**src/rtl/multiboot_pkg.sv**
```systemverilog
// rtl/multiboot_pkg.sv - shared state encoding and helpers for the multiboot controller
package multiboot_pkg;

    // Controller life cycle; FIRE is terminal until reset.
    typedef enum logic [1:0] {
        ARMED   = 2'd0,
        HOLDOFF = 2'd1,
        SETUP   = 2'd2,
        FIRE    = 2'd3
    } mb_state_e;

    // Image slot index drives SB_WARMBOOT {S1,S0} directly.
    function automatic logic [1:0] slot_to_ws(input logic [1:0] slot);
        return slot;
    endfunction

    // Used to size the shared counters from the largest cycle count.
    function automatic longint unsigned max_u(input longint unsigned a, input longint unsigned b);
        return (a > b) ? a : b;
    endfunction

endpackage

```
**src/rtl/mb_down_timer.sv**
```systemverilog
// rtl/mb_down_timer.sv - loadable down-counter with zero flag
module mb_down_timer #(
    parameter int W = 8
) (
    input  logic         clk,
    input  logic         rst,
    input  logic         load,
    input  logic [W-1:0] load_val,
    input  logic         en,
    output logic         done
);

    logic [W-1:0] count_q, count_d;

    // Load wins over counting; the counter parks at zero instead of wrapping.
    always_comb begin
        count_d = count_q;
        if (load) begin
            count_d = load_val;
        end else if (en && (count_q != '0)) begin
            count_d = count_q - 1'b1;
        end
    end

    // Count register.
    always_ff @(posedge clk or posedge rst) begin
        if (rst) begin
            count_q <= '0;
        end else begin
            count_q <= count_d;
        end
    end

    assign done = (count_q == '0);

endmodule

```
**src/rtl/multiboot_ctrl.sv**
```systemverilog
// rtl/multiboot_ctrl.sv - iCE40 warm/multiboot sequencer with idle auto-boot and status LED
module multiboot_ctrl
    import multiboot_pkg::*;
#(
    parameter int unsigned NUM_IMAGES     = 4,
    parameter int unsigned DEFAULT_IMAGE  = 1,
    parameter bit          AUTO_BOOT_EN   = 1'b1,
    parameter int unsigned TIMEOUT_CYC    = 480000000,
    parameter int unsigned HOLDOFF_CYC    = 48000,
    parameter int unsigned SETUP_CYC      = 4,
    parameter int unsigned BLINK_HALF_CYC = 12000000
) (
    input  logic       clk_48mhz,
    input  logic       reset,
    input  logic       boot_req,
    input  logic [1:0] boot_sel,
    input  logic       usb_activity,
    output logic       wb_s1,
    output logic       wb_s0,
    output logic       wb_boot,
    output logic       busy,
    output logic       sel_err,
    output logic       led
);

    localparam longint unsigned MAX_CYC =
        max_u(max_u(longint'(TIMEOUT_CYC), longint'(HOLDOFF_CYC)),
              max_u(longint'(BLINK_HALF_CYC), longint'(SETUP_CYC)));
    localparam int CW = $clog2(MAX_CYC + 1);

    localparam logic [CW-1:0] TO_LAST     = CW'((TIMEOUT_CYC > 0) ? TIMEOUT_CYC - 1 : 0);
    localparam logic [CW-1:0] HOLD_LOAD   = CW'(HOLDOFF_CYC - 1);
    localparam logic [CW-1:0] SETUP_LOAD  = CW'(SETUP_CYC - 1);
    localparam logic [CW-1:0] BLINK_LOAD  = CW'((BLINK_HALF_CYC > 0) ? BLINK_HALF_CYC - 1 : 0);
    // The first reload after reset is one shorter because the reset cycle itself counts.
    localparam logic [CW-1:0] BLINK_FIRST = CW'((BLINK_HALF_CYC > 1) ? BLINK_HALF_CYC - 2 : 0);
    localparam bit            BLINK_ONE   = (BLINK_HALF_CYC <= 1);
    localparam logic [CW-1:0] IDLE_MAX    = '1;

    if (NUM_IMAGES < 1 || NUM_IMAGES > 4) begin : g_bad_num_images
        $error("multiboot_ctrl: NUM_IMAGES must be 1..4");
    end
    if (DEFAULT_IMAGE >= NUM_IMAGES) begin : g_bad_default_image
        $error("multiboot_ctrl: DEFAULT_IMAGE must be below NUM_IMAGES");
    end
    if (HOLDOFF_CYC < 1) begin : g_bad_holdoff
        $error("multiboot_ctrl: HOLDOFF_CYC must be at least 1");
    end
    if (SETUP_CYC < 1) begin : g_bad_setup
        $error("multiboot_ctrl: SETUP_CYC must be at least 1");
    end

    mb_state_e     state_q, state_d;
    logic [CW-1:0] idle_q, idle_d;
    logic [1:0]    slot_q, slot_d;
    logic [1:0]    ws_q, ws_d;
    logic          boot_q, boot_d;
    logic          led_q, led_d;
    logic          blink_run_q, blink_run_d;
    logic          sel_err_c;

    logic          ph_load, ph_en, ph_done;
    logic [CW-1:0] ph_val;
    logic          bl_load, bl_en, bl_done;
    logic [CW-1:0] bl_val;
    logic          sel_ok;

    assign sel_ok = ({1'b0, boot_sel} < 3'(NUM_IMAGES));

    // HOLDOFF and SETUP never overlap, so one timer serves both phases.
    mb_down_timer #(.W(CW)) u_phase_timer (
        .clk      (clk_48mhz),
        .rst      (reset),
        .load     (ph_load),
        .load_val (ph_val),
        .en       (ph_en),
        .done     (ph_done)
    );

    mb_down_timer #(.W(CW)) u_blink_timer (
        .clk      (clk_48mhz),
        .rst      (reset),
        .load     (bl_load),
        .load_val (bl_val),
        .en       (bl_en),
        .done     (bl_done)
    );

    // Next-state, request arbitration, idle timeout and LED pattern.
    always_comb begin
        state_d     = state_q;
        idle_d      = idle_q;
        slot_d      = slot_q;
        led_d       = led_q;
        blink_run_d = blink_run_q;
        sel_err_c   = 1'b0;
        ph_load     = 1'b0;
        ph_val      = HOLD_LOAD;
        ph_en       = 1'b0;
        bl_load     = 1'b0;
        bl_val      = BLINK_LOAD;
        bl_en       = 1'b0;

        case (state_q)
            ARMED: begin
                idle_d      = (idle_q == IDLE_MAX) ? idle_q : idle_q + 1'b1;
                blink_run_d = 1'b1;
                if (bl_done) begin
                    bl_load = 1'b1;
                    bl_val  = blink_run_q ? BLINK_LOAD : BLINK_FIRST;
                    if (blink_run_q || BLINK_ONE) begin
                        led_d = ~led_q;
                    end
                end else begin
                    bl_en = 1'b1;
                end
                // Explicit request beats activity, which beats the timeout.
                if (boot_req) begin
                    if (sel_ok) begin
                        slot_d  = boot_sel;
                        state_d = HOLDOFF;
                        ph_load = 1'b1;
                        ph_val  = HOLD_LOAD;
                    end else begin
                        sel_err_c = 1'b1;
                        idle_d    = '0;
                    end
                end else if (usb_activity) begin
                    idle_d = '0;
                end else if (AUTO_BOOT_EN && (idle_q == TO_LAST)) begin
                    slot_d  = 2'(DEFAULT_IMAGE);
                    state_d = HOLDOFF;
                    ph_load = 1'b1;
                    ph_val  = HOLD_LOAD;
                end
            end
            HOLDOFF: begin
                if (ph_done) begin
                    state_d = SETUP;
                    ph_load = 1'b1;
                    ph_val  = SETUP_LOAD;
                end else begin
                    ph_en = 1'b1;
                end
            end
            SETUP: begin
                if (ph_done) begin
                    state_d = FIRE;
                end else begin
                    ph_en = 1'b1;
                end
            end
            FIRE: begin
                state_d = FIRE;
            end
            default: begin
                state_d = ARMED;
            end
        endcase

        if (state_d != ARMED) begin
            led_d = 1'b1;
        end
        ws_d   = (state_d == SETUP || state_d == FIRE) ? slot_to_ws(slot_d) : 2'b00;
        boot_d = (state_d == FIRE);
    end

    // State and registered outputs; everything returns to idle values on reset.
    always_ff @(posedge clk_48mhz or posedge reset) begin
        if (reset) begin
            state_q     <= ARMED;
            idle_q      <= '0;
            slot_q      <= 2'b00;
            ws_q        <= 2'b00;
            boot_q      <= 1'b0;
            led_q       <= 1'b0;
            blink_run_q <= 1'b0;
        end else begin
            state_q     <= state_d;
            idle_q      <= idle_d;
            slot_q      <= slot_d;
            ws_q        <= ws_d;
            boot_q      <= boot_d;
            led_q       <= led_d;
            blink_run_q <= blink_run_d;
        end
    end

    assign wb_s1   = ws_q[1];
    assign wb_s0   = ws_q[0];
    assign wb_boot = boot_q;
    assign busy    = (state_q != ARMED);
    assign sel_err = sel_err_c & ~reset;
    assign led     = led_q;

endmodule

```
**config.mk**
```make
export PLATFORM = sky130hd
export DESIGN_NAME = multiboot_ctrl
export DESIGN_NICKNAME = d
export VERILOG_FILES = /design/src/rtl/multiboot_pkg.sv /design/src/rtl/mb_down_timer.sv /design/src/rtl/multiboot_ctrl.sv
export SDC_FILE = /design/constraint.sdc
export NUM_CORES = 1
export LEC_CHECK = 0
export BUFFER_PORTS_ARGS = -buffer_cell sky130_fd_sc_hd__clkbuf_2
export CAP_MARGIN = 20
export CORE_MARGIN = 1
export CORE_UTILIZATION = 50
export CTS_BUF_LIST = sky130_fd_sc_hd__clkbuf_4 sky130_fd_sc_hd__clkbuf_8
export DETAILED_ROUTE_END_ITERATION = 12
export HOLD_SLACK_MARGIN = 0.12
export PLACE_DENSITY = 0.66
export SLEW_MARGIN = 20
export SYNTH_ARGS = -nofsm -noshare
export SYNTH_HDL_FRONTEND = slang
export SYNTH_SLANG_ARGS = --single-unit
```
**constraint.sdc**
```tcl
create_clock -name clk_48mhz -period 4.26 [get_ports clk_48mhz]
set_input_delay 0.852 -clock clk_48mhz [delete_from_list [all_inputs] [get_ports clk_48mhz]]
set_output_delay 0.852 -clock clk_48mhz [all_outputs]
set_load 0.05 [all_outputs]
```
==> metrics.yaml, run 1 <==
synth:
  yosysTopAreaCell: "dfrtp_1"
  syn-num-nets: 545
  synthCells: 531
  synth-adder-area-share_pct: 1.96
  synth-compound-area-share_pct: 12.6
  avgSynthCellArea_um2: 9.61
  synth.most_common_cell: "dfrtp_1"
  seq_area_frac_synth_pct: 47.1
  yosys.area.top_type_share_pct: 47.1
  syn-cell-area_um2: 5100
  synth_top_family_by_area: "simple AND/OR/NAND/NOR gates"
  synth_edf_count: 0
  synthFlopType: "dfrtp_1"
  async_flop_share_pct: 100
  yosys_warnings: 0
  synth_simple_gate_area_share_pct: 25.7
  synth_commonest_cells: "dfrtp_1, nor2_1, nand2_1"
  synth.area.mux_share_pct: 0
  ys_types: 58
  synth-xor-area-share_pct: 9.44
  synth.ff_latch_count: 96
  synth_area_leaders: "dfrtp_1, xor2_1, xnor2_1"
sta:
  hold_viol_final: 0
  layout_setup_ws_ns: 1.35
  post-route-period-util_pct: 68.2
  period_needed_ns: 2.91
  fin_setup_tns_ns: 0
  drv_slew: 0
  hold_ws_ns: 0.487
  fmax_ghz: 0.344
  slew_headroom_pct: 35.2
  rsz0062_at_grt: "false"
  clock_skew_ns: 0.0107
  tightestPinTransition_ns: 0.972
  setup_viol: 0
die:
  initial_core_util_pct: 51.9
  die_w_um: 103
  die_area_um2: 10600
  io-pin-count: 12
  die_h_um: 103
  core_um2: 9820
  rows: 36
worst_setup_path:
  reg2reg_slack_ns: 1.35
  crit_required_ns: 4.51
  reg2regPathDepth: 8
  crit_fanout: 22
  cp-start-kind: "register"
  end_kind: "register"
  r2r-end: "u_blink_timer.count_q[15]"
  rr_startpoint: "state_q[1]"
  worstPathArrival_ns: 3.15
  crit_type: "reg2reg"
detailed_routing:
  drt-wirelength-per-cell_um: 15.2
  ant_nets: 0
  drc: 0
  wl_mm: 10.1
  via_count: 3862
  first_pass_iters: 4
  drt_iter0_markers: 191
  vias_per_cell: 5.79
min_path:
  min_path_type: "reg2reg"
  worstHoldEndpoint: "blink_run_q"
  hold_depth: 1
  min_from: "blink_run_q"
final_layout:
  fill_cells: 910
  syn2layout_area_growth_pct: 6.23
  layout-drive-gt1-share_pct: 8.24
  nets: 543
  diodes: 0
  design_area_um2: 5420
  final_util_pct: 55.2
global_route:
  grt_pass1_vias: 3708
  grt_use_total_pct: 21.9
  gr-total-overflow: 0
  grt_pass1_wl_mm: 17.8
  antenna_found_initial: 0
  grt_max_degree: 81
power_and_ir_drop:
  combPwrFrac_pct: 1.7
  internal_power_uw: 1160
  p_sw_uw: 335
  ir_drop_uv: 314
  total_leakage_power_uw: 0.00228
  clockPowerShare_pct: 37.5
  power_density_nw_per_um2: 277
  seqPwrFrac_pct: 60.8
  swShare_pct: 22.3
clocking:
  numCtsBuffers: 9
  ctsResizeCount: 0
  htreeDepth: 3
  clkSinkCount: 96
  clockRootBuffer: "clkbuf_8"
  post_cts_buffers: 0
  clk_path_buf_depth: 2
  postCtsHoldBufs: 0
  cts_tree: "done"
  clkLatencyLatePin_ns: 0.38
  cts.clk_slew.worst_paths_ns: 0.09
placement:
  portBuffers: 10
  place_area_um2: 5230
  dp_hpwl_mm: 6.93
  pre_cts_ws_ns: 1.36
  gp_congestion: 0.790
job:
  drv_cap: 0
run_status:
  status: "complete, no violations"
-- routing by layer --
metal,vias to the layer above,GRT usage (%),routed length [um]
met4,0,6.39,138
met3,11,5.97,334
met5,-,0,0
met1,1863,29.3,4960
met2,59,34.8,4690
li1,1929,-,-
-- layout make-up --
type	instances	area [um2]	area share, %
sequential	96	2400	44.3
timing repair buffer	13	72.6	1.34
clock inverter	4	28.8	0.531
inverter	13	53.8	0.993
clock buffer	12	159	2.93
tap	133	166	3.07
multi-input combinational	396	2540	46.8
-- power by group through the flow --
stage / logic (uW) / registers (uW) / clock network, uW
6_report: 25.7 / 911 / 563
2_1_floorplan: 17.6 / 930 / 0
3_3_place_gp: 26.9 / 930 / 0
5_1_grt: 30.3 / 912 / 616
4_1_cts: 27.1 / 911 / 583
3_5_place_dp: 27.1 / 930 / 0
-- worst max-delay path: stages, from the launching register on --
cell and delay, ns:
dfrtp_1 0.41, inv_1 0.14, ha_1 0.16, buf_4 0.22
nor4b_1 0.57, or4b_2 0.77, nor4_1 0.28, xnor2_1 0.16
nor2_1 0.05
-- registers in the layout, indices dropped and copies added, names as in the netlist --
name / flops
idle_q: 29
u_blink_timer.count_q: 29
u_phase_timer.count_q: 29
slot_q: 2
state_q: 2
ws_q: 2
blink_run_q: 1
led: 1
wb_boot: 1
-- layout by cell type (no fill, tap or decap), types with 5 or more instances in the layout --
master / netlist / routed
o31ai_1: 8 / 8
clkbuf_2: 0 / 10
inv_1: 13 / 12
nand2_1: 38 / 38
o2111ai_1: 5 / 5
dfrtp_1: 96 / 96
or3_1: 17 / 17
xnor2_1: 25 / 25
nand4_1: 12 / 12
a31oi_1: 12 / 12
a21oi_1: 19 / 19
nand3_1: 13 / 13
and3_1: 6 / 6
nor3_1: 19 / 19
xor2_1: 30 / 30
nor4_1: 13 / 13
clkbuf_8: 0 / 11
and4_1: 7 / 7
and2_1: 7 / 7
nor2_1: 58 / 58
o21ai_0: 22 / 22
o211ai_1: 6 / 6
ha_1: 8 / 8
or4_1: 18 / 18
-- through the flow --
stage | total power (uW) | cells
2_1_floorplan | 947 | 531
3_3_place_gp | 956 | 651
3_5_place_dp | 957 | 651
4_1_cts | 1520 | 667
5_1_grt | 1560 | 667
6_report | 1500 | 667
-- cells by family (layout without fill, tap and decap cells) --
family | count (synthesis) | after routing
simple gates | 236 | 236
compound gates | 96 | 96
flops | 96 | 96
xor+xnor | 55 | 55
buf+inv | 39 | 42
fa+ha+maj | 8 | 8
other cells | 1 | 1
-- how the worst max path moves through the flow --
stage | from | to | slack, ns | cells past startpoint
2_1_floorplan | reset | blink_run_q | 0.90 | 1
3_3_place_gp | state_q[1] | u_blink_timer.count_q[0] | 1.43 | 8
3_5_place_dp | state_q[1] | u_blink_timer.count_q[15] | 1.36 | 8
4_1_cts | state_q[1] | u_blink_timer.count_q[15] | 1.34 | 8
5_1_grt | u_phase_timer.count_q[18] | u_phase_timer.count_q[27] | 1.10 | 5
6_report | state_q[1] | u_blink_timer.count_q[15] | 1.35 | 8
No activity file was read; power rests on OpenSTA's default activity.
==> inputs of run 2 (changes only) <==
- ABC_AREA: not set -> 1
- PLACE_DENSITY: 0.66 -> 0.68
- clock period: 4.26 -> 2.59 ns (I/O delays scaled with it)
==> metrics.yaml, run 2 <==
global_route:
  gr-total-overflow: 0  # unchanged
  grt_pass1_vias: 5283  # was 3708
  grt_pass1_wl_mm: 25.5  # was 17.8 mm
  grt_max_degree: 38  # was 81
  antenna_found_initial: 0  # unchanged
  grt_use_total_pct: 25.1  # was 21.9%
detailed_routing:
  ant_nets: 0  # unchanged
  vias_per_cell: 4.98  # was 5.79
  wl_mm: 14.5  # was 10.1 mm
  drt_iter0_markers: 301  # was 191
  drt-wirelength-per-cell_um: 12.9  # was 15.2 um
  via_count: 5579  # was 3862
  first_pass_iters: 5  # was 4
  drc: 0  # unchanged
power_and_ir_drop:
  power_density_nw_per_um2: 400  # was 277 nW/um2
  ir_drop_uv: 221  # was 314 uV
  total_leakage_power_uw: 0.00370  # was 0.00228 uW
synth:
  async_flop_share_pct: 100  # unchanged
  synth.most_common_cell: "nand2_1"  # was dfrtp_1
  seq_area_frac_synth_pct: 38.6  # was 47.1%
  synth_edf_count: 0  # unchanged
  synthFlopType: "dfrtp_1"  # unchanged
  ys_types: 36  # was 58
  synth_area_leaders: "dfrtp_1, nand2_1, nor2_1"  # was dfrtp_1, xor2_1, xnor2_1
  synth_commonest_cells: "nand2_1, nor2_1, dfrtp_1"  # was dfrtp_1, nor2_1, nand2_1
  syn-cell-area_um2: 6220  # was 5100 um2
  avgSynthCellArea_um2: 6.63  # was 9.61 um2
  yosys_warnings: 0  # unchanged
  yosys.area.top_type_share_pct: 38.6  # was 47.1%
  synthCells: 937  # was 531
  yosysTopAreaCell: "dfrtp_1"  # unchanged
  syn-num-nets: 951  # was 545
  synth.ff_latch_count: 96  # unchanged
clocking:
  cts_tree: "done"  # unchanged
  clk_path_buf_depth: 2  # unchanged
  cts.clk_slew.worst_paths_ns: 0.10  # was 0.09 ns
  clkLatencyLatePin_ns: 0.39  # was 0.38 ns
  numCtsBuffers: 9  # unchanged
  postCtsHoldBufs: 0  # unchanged
  clkSinkCount: 96  # unchanged
  clockRootBuffer: "clkbuf_8"  # unchanged
  htreeDepth: 3  # unchanged
final_layout:
  final_util_pct: 55.8  # was 55.2%
  layout-drive-gt1-share_pct: 6.09  # was 8.24%
  diodes: 0  # unchanged
  final_common_cell: "nand2_1"  # was dfrtp_1
  fill_cells: 1189  # was 910
  nets: 963  # was 543
  syn2layout_area_growth_pct: 8.35  # was 6.23%
  finalNonFillerCells: 1121  # was 667
  final_cell_mix: "nand2_1, nor2_1, dfrtp_1"  # was dfrtp_1, nor2_1, nand2_1
  top_regs: "idle_q x29, u_blink_timer.count_q x29, u_phase_timer.count_q x29"  # unchanged
  multi_input_area_um2: 3360  # was 2540 um2
  seqCellArea_um2: 2400  # unchanged
worst_setup_path:
  worstPathArrival_ns: 1.87  # was 3.15 ns
  crit_required_ns: 2.07  # was 4.51 ns
  crit_fanout: 37  # was 22
  rr_startpoint: "state_q[1]"  # unchanged
  crit_type: "reg2out"  # was reg2reg
  reg2regPathDepth: 14  # was 8
  r2r-end: "u_phase_timer.count_q[7]"  # was u_blink_timer.count_q[15]
  end_kind: "output port"  # was register
  cp-start-kind: "register"  # unchanged
  reg2reg_slack_ns: 0.32  # was 1.35 ns
die:
  core_um2: 12100  # was 9820 um2
  die_area_um2: 12900  # was 10600 um2
  die_h_um: 114  # was 103 um
  rows: 40  # was 36
  die_w_um: 114  # was 103 um
  io-pin-count: 12  # unchanged
  initial_core_util_pct: 51.5  # was 51.9%
min_path:
  min_path_type: "in2async"  # was reg2reg
sta:
  rsz0062_at_grt: "false"  # unchanged
  fin_setup_tns_ns: 0  # unchanged
  period_needed_ns: 2.39
  hold_viol_final: 0  # unchanged
  clock_skew_ns: 0.0125  # was 0.0107 ns
  tightestPinTransition_ns: 0.635  # was 0.972 ns
  setup_viol: 0  # unchanged
  slew_headroom_pct: 57.7  # was 35.2%
  fmax_ghz: 0.419
  drv_slew: 0  # unchanged
  layout_setup_ws_ns: 0.201  # was 1.35 ns
  post-route-period-util_pct: 92.3
placement:
  portBuffers: 10  # unchanged
  dp_hpwl_mm: 10.9  # was 6.93 mm
  place_inst: 1106  # was 651
  pre_cts_ws_ns: 0.295  # was 1.36 ns
  gp_congestion: 0.899  # was 0.790
job:
  drv_cap: 0  # unchanged
run_status:
  status: "complete, no violations"  # unchanged
[run 2: changes by cell type after synthesis, moves of 15 or more]
cell,previous run,this run
nand2_1,38,317
nor2_1,58,193
inv_1,13,93
nand3_1,13,50
or4_1,18,0
or3_1,17,0
xnor2_1,25,10
[run 2: stage by stage]
| stage | power (uW) | hold slack [ns] | area (um2) |
|---|---|---|---|
| floorplan | 1570 | 0.449 | 6220 |
| global placement | 1590 | 0.470 | 6500 |
| detailed placement | 1590 | 0.478 | 6500 |
| CTS | 2730 | 0.158 | 6730 |
| global route | 2780 | 0.193 | 6740 |
| finish | 2700 | 0.158 | 6740 |
[run 2: per-layer routing]
layer	routed length [um]	global-route usage, %	vias to the layer above
met5	0	0	-
met2	6260	37.8	119
met1	7240	35.8	2508
li1	-	-	2924
met3	614	3.77	28
met4	379	10.9	0
[run 2: worst max-delay path, cell delays in order (launching register included)]
cell and delay, ns:
dfrtp_1 0.40, inv_1 0.11, ha_2 0.23, inv_1 0.20
buf_12 0.23, clkbuf_2 0.31
[run 2: where the power goes]
part | switching, uW | total (uW) | internal, uW
registers | 0.774 | 1500 | 1500
clock network | 535 | 1140 | 601
logic | 49.3 | 62.5 | 13.2
[run 2: repair_timing]
item / 4_1_cts / 5_1_grt
endpoints found under the setup margin: 0 / 17
setup buffers: 0 / 0
resized for setup: 0 / 3
[run 2: logic make-up after synthesis]
kind of cell,Yosys count,synth area share (%)
and+or+nand+nor,609,40.0
AOI/OAI and AO/OA,60,5.68
xor gates and xnor gates,47,6.62
buffers and inverters,116,7.35
adders and majority gates,8,1.61
other,1,0.0603
DFF,96,38.6
[run 2: worst max path at each step]
stage / startpoint / end / cells past startpoint
finish: state_q[1] / busy / 5
global route: state_q[1] / u_phase_timer.count_q[20] / 14
CTS: state_q[1] / busy / 5
detailed placement: state_q[1] / u_phase_timer.count_q[7] / 14
global placement: idle_q[0] / idle_q[12] / 9
floorplan: state_q[1] / busy / 6
[run 2: layout make-up]
cell class | instances | share of cell area (%)
clock buffer | 12 | 2.36
multi-input combinational | 725 | 50.0
timing repair buffer | 21 | 2.53
tap | 168 | 3.12
inverter | 96 | 5.41
clock inverter | 3 | 0.966
sequential | 96 | 35.7
==> inputs of run 3 (changes only) <==
- PLACE_DENSITY: 0.68 -> 0.66
- clock period: 2.59 -> 3 ns (I/O delays scaled with it)
==> metrics.yaml, run 3 (synthesis gave the netlist of run 2 again) <==
run_status:
  status: "complete, no violations"  # unchanged
worst_setup_path:
  crit_type: "reg2out"  # unchanged
  end_kind: "output port"  # unchanged
  reg2reg_slack_ns: 0.61  # was 0.32 ns
  rr_startpoint: "state_q[1]"  # unchanged
  path_cells: "inv_1, ha_1, inv_1, clkbuf_2"  # was inv_1, ha_2, inv_1, buf_12, clkbuf_2
  cpMostUsedCell: "inv_1"  # unchanged
  r2r-end: "u_phase_timer.count_q[22]"  # was u_phase_timer.count_q[7]
  setup.worst_path.start: "state_q[1]"  # unchanged
  crit_path_max_incr_delay_ns: 0.40  # about the same
  crit_fanout: 14  # was 37
  reg2regPathDepth: 14  # unchanged
  crit_required_ns: 2.40  # was 2.07 ns
  cp_slowest_cell: "dfrtp_1"  # unchanged
  worstPathArrival_ns: 1.94  # was 1.87 ns
  cp-start-kind: "register"  # unchanged
sta:
  post-route-period-util_pct: 84.8
  setup_viol: 0  # unchanged
  tightestPinTransition_ns: 0.692  # was 0.635 ns
  hold_ws_ns: 0.309  # was 0.158 ns
  clock_skew_ns: 0.0172  # was 0.0125 ns
  hold_viol_final: 0  # unchanged
  rsz0062_at_grt: "false"  # unchanged
  period_needed_ns: 2.54
  drv_slew: 0  # unchanged
  slew_headroom_pct: 53.8  # was 57.7%
  fin_setup_tns_ns: 0  # unchanged
  fmax_ghz: 0.393
clocking:
  ctsResizeCount: 0  # unchanged
  clockRootBuffer: "clkbuf_8"  # unchanged
  cts_tree: "done"  # unchanged
  post_cts_buffers: 0  # unchanged
  clk_path_buf_depth: 2  # unchanged
  clkSinkCount: 96  # unchanged
  postCtsHoldBufs: 0  # unchanged
  clkLatencyLatePin_ns: 0.39  # about the same
  htreeDepth: 3  # unchanged
  cts.clk_slew.worst_paths_ns: 0.10  # about the same
  numCtsBuffers: 9  # unchanged
power_and_ir_drop:
  power_uw: 2310  # was 2700 uW
  clockPowerShare_pct: 41.9  # was 42.1%
  power_density_nw_per_um2: 346  # was 400 nW/um2
  internal_power_uw: 1770  # was 2110 uW
  ir_drop_uv: 216  # was 221 uV
  combPwrFrac_pct: 2.2  # was 2.3%
  p_sw_uw: 542  # was 585 uW
  seqPwrFrac_pct: 56.0  # was 55.6%
  total_leakage_power_uw: 0.00366  # was 0.00370 uW
  swShare_pct: 23.4  # was 21.7%
job:
  drv_cap: 0  # unchanged
die:
  die_w_um: 114  # unchanged
  die_area_um2: 12900  # unchanged
  initial_core_util_pct: 51.5  # unchanged
  core_um2: 12100  # unchanged
  rows: 40  # unchanged
  io-pin-count: 12  # unchanged
  die_h_um: 114  # unchanged
global_route:
  antenna_found_initial: 0  # unchanged
  gr-total-overflow: 0  # unchanged
  grt_pass1_wl_mm: 25.3  # was 25.5 mm
  grt_use_total_pct: 25.0  # was 25.1%
  grt_pass1_vias: 5234  # was 5283
  grt_max_degree: 97  # was 38
detailed_routing:
  via_count: 5557  # was 5579
  drt_iter0_markers: 377  # was 301
  ant_nets: 0  # unchanged
  first_pass_iters: 4  # was 5
  wl_mm: 14.6  # was 14.5 mm
  vias_per_cell: 4.97  # was 4.98
  drt-wirelength-per-cell_um: 13.1  # was 12.9 um
  drc: 0  # unchanged
placement:
  portBuffers: 10  # unchanged
  gp_congestion: 0.902  # was 0.899
  dp_hpwl_mm: 10.8  # was 10.9 mm
final_layout:
  final_common_cell: "nand2_1"  # unchanged
  top_regs: "idle_q x29, u_blink_timer.count_q x29, u_phase_timer.count_q x29"  # unchanged
  diodes: 0  # unchanged
  nets: 960  # was 963
  layout-drive-gt1-share_pct: 5.57  # was 6.09%
  syn2layout_area_growth_pct: 7.41  # was 8.35%
  final_cell_mix: "nand2_1, nor2_1, dfrtp_1"  # unchanged
min_path:
  min_path_type: "in2async"  # unchanged
## run 3: cell count changes in the layout (fill, tap and decap cells not counted), sizes merged
| cell | previous run | this run |
|---|---|---|
| clkinvlp | 1 | 4 |
| buf | 11 | 8 |
| clkbuf | 22 | 19 |
| clkinv | 1 | 2 |
## run 3: layout make-up
class,instances,area (um2)
clock inverter,7,96.3
sequential,96,2400
timing repair buffer,18,123
tap,168,210
clock buffer,9,124
inverter,96,364
fill,1204,5390
multi-input combinational,725,3360
## run 3: how the worst max path moves through the flow
stage	end	slack (ns)	cells after the start
2_1_floorplan	busy	0.62	6
3_3_place_gp	u_phase_timer.count_q[11]	0.71	14
3_5_place_dp	u_phase_timer.count_q[15]	0.62	14
4_1_cts	busy	0.43	4
5_1_grt	busy	0.35	4
6_report	busy	0.46	4
## run 3: layer usage
| metal | share of wire (%) | wire length, um | track usage [%] | vias up |
|---|---|---|---|---|
| met5 | 0 | 0 | 0 | - |
| met4 | 2.7 | 393 | 11.3 | 0 |
| li1 | - | - | - | 2933 |
| met2 | 43 | 6360 | 38.8 | 98 |
| met1 | 50 | 7330 | 34.8 | 2502 |
| met3 | 3.8 | 550 | 3.61 | 24 |
## run 3: worst max-delay path: cells and delay by family (launching register included)
kind | cells | cell delay [ns]
adders and majority gates | 1 | 0.29
buffers and inverters | 3 | 0.86
DFF | 1 | 0.40
## run 3: metrics by stage
step / instances / worst slack, ns / instance area (um2) / utilization, %
final: 1119 / 0.457 / 6680 / 55.4
after global routing: 1119 / 0.349 / 6680 / 55.4
after CTS: 1119 / 0.426 / 6680 / 55.4
after detailed placement: 1103 / 0.618 / 6460 / 53.5
after global placement: 1103 / 0.707 / 6460 / 53.5
after floorplan: 937 / 0.618 / 6220 / -
## run 3: power by group through the flow
stage	Clock, uW	Combinational, uW	Sequential, uW
4_1_cts	995	51.8	1290
3_3_place_gp	0	52.0	1320
6_report	969	49.8	1290
2_1_floorplan	0	32.6	1320
3_5_place_dp	0	51.9	1320
5_1_grt	1040	58.1	1290
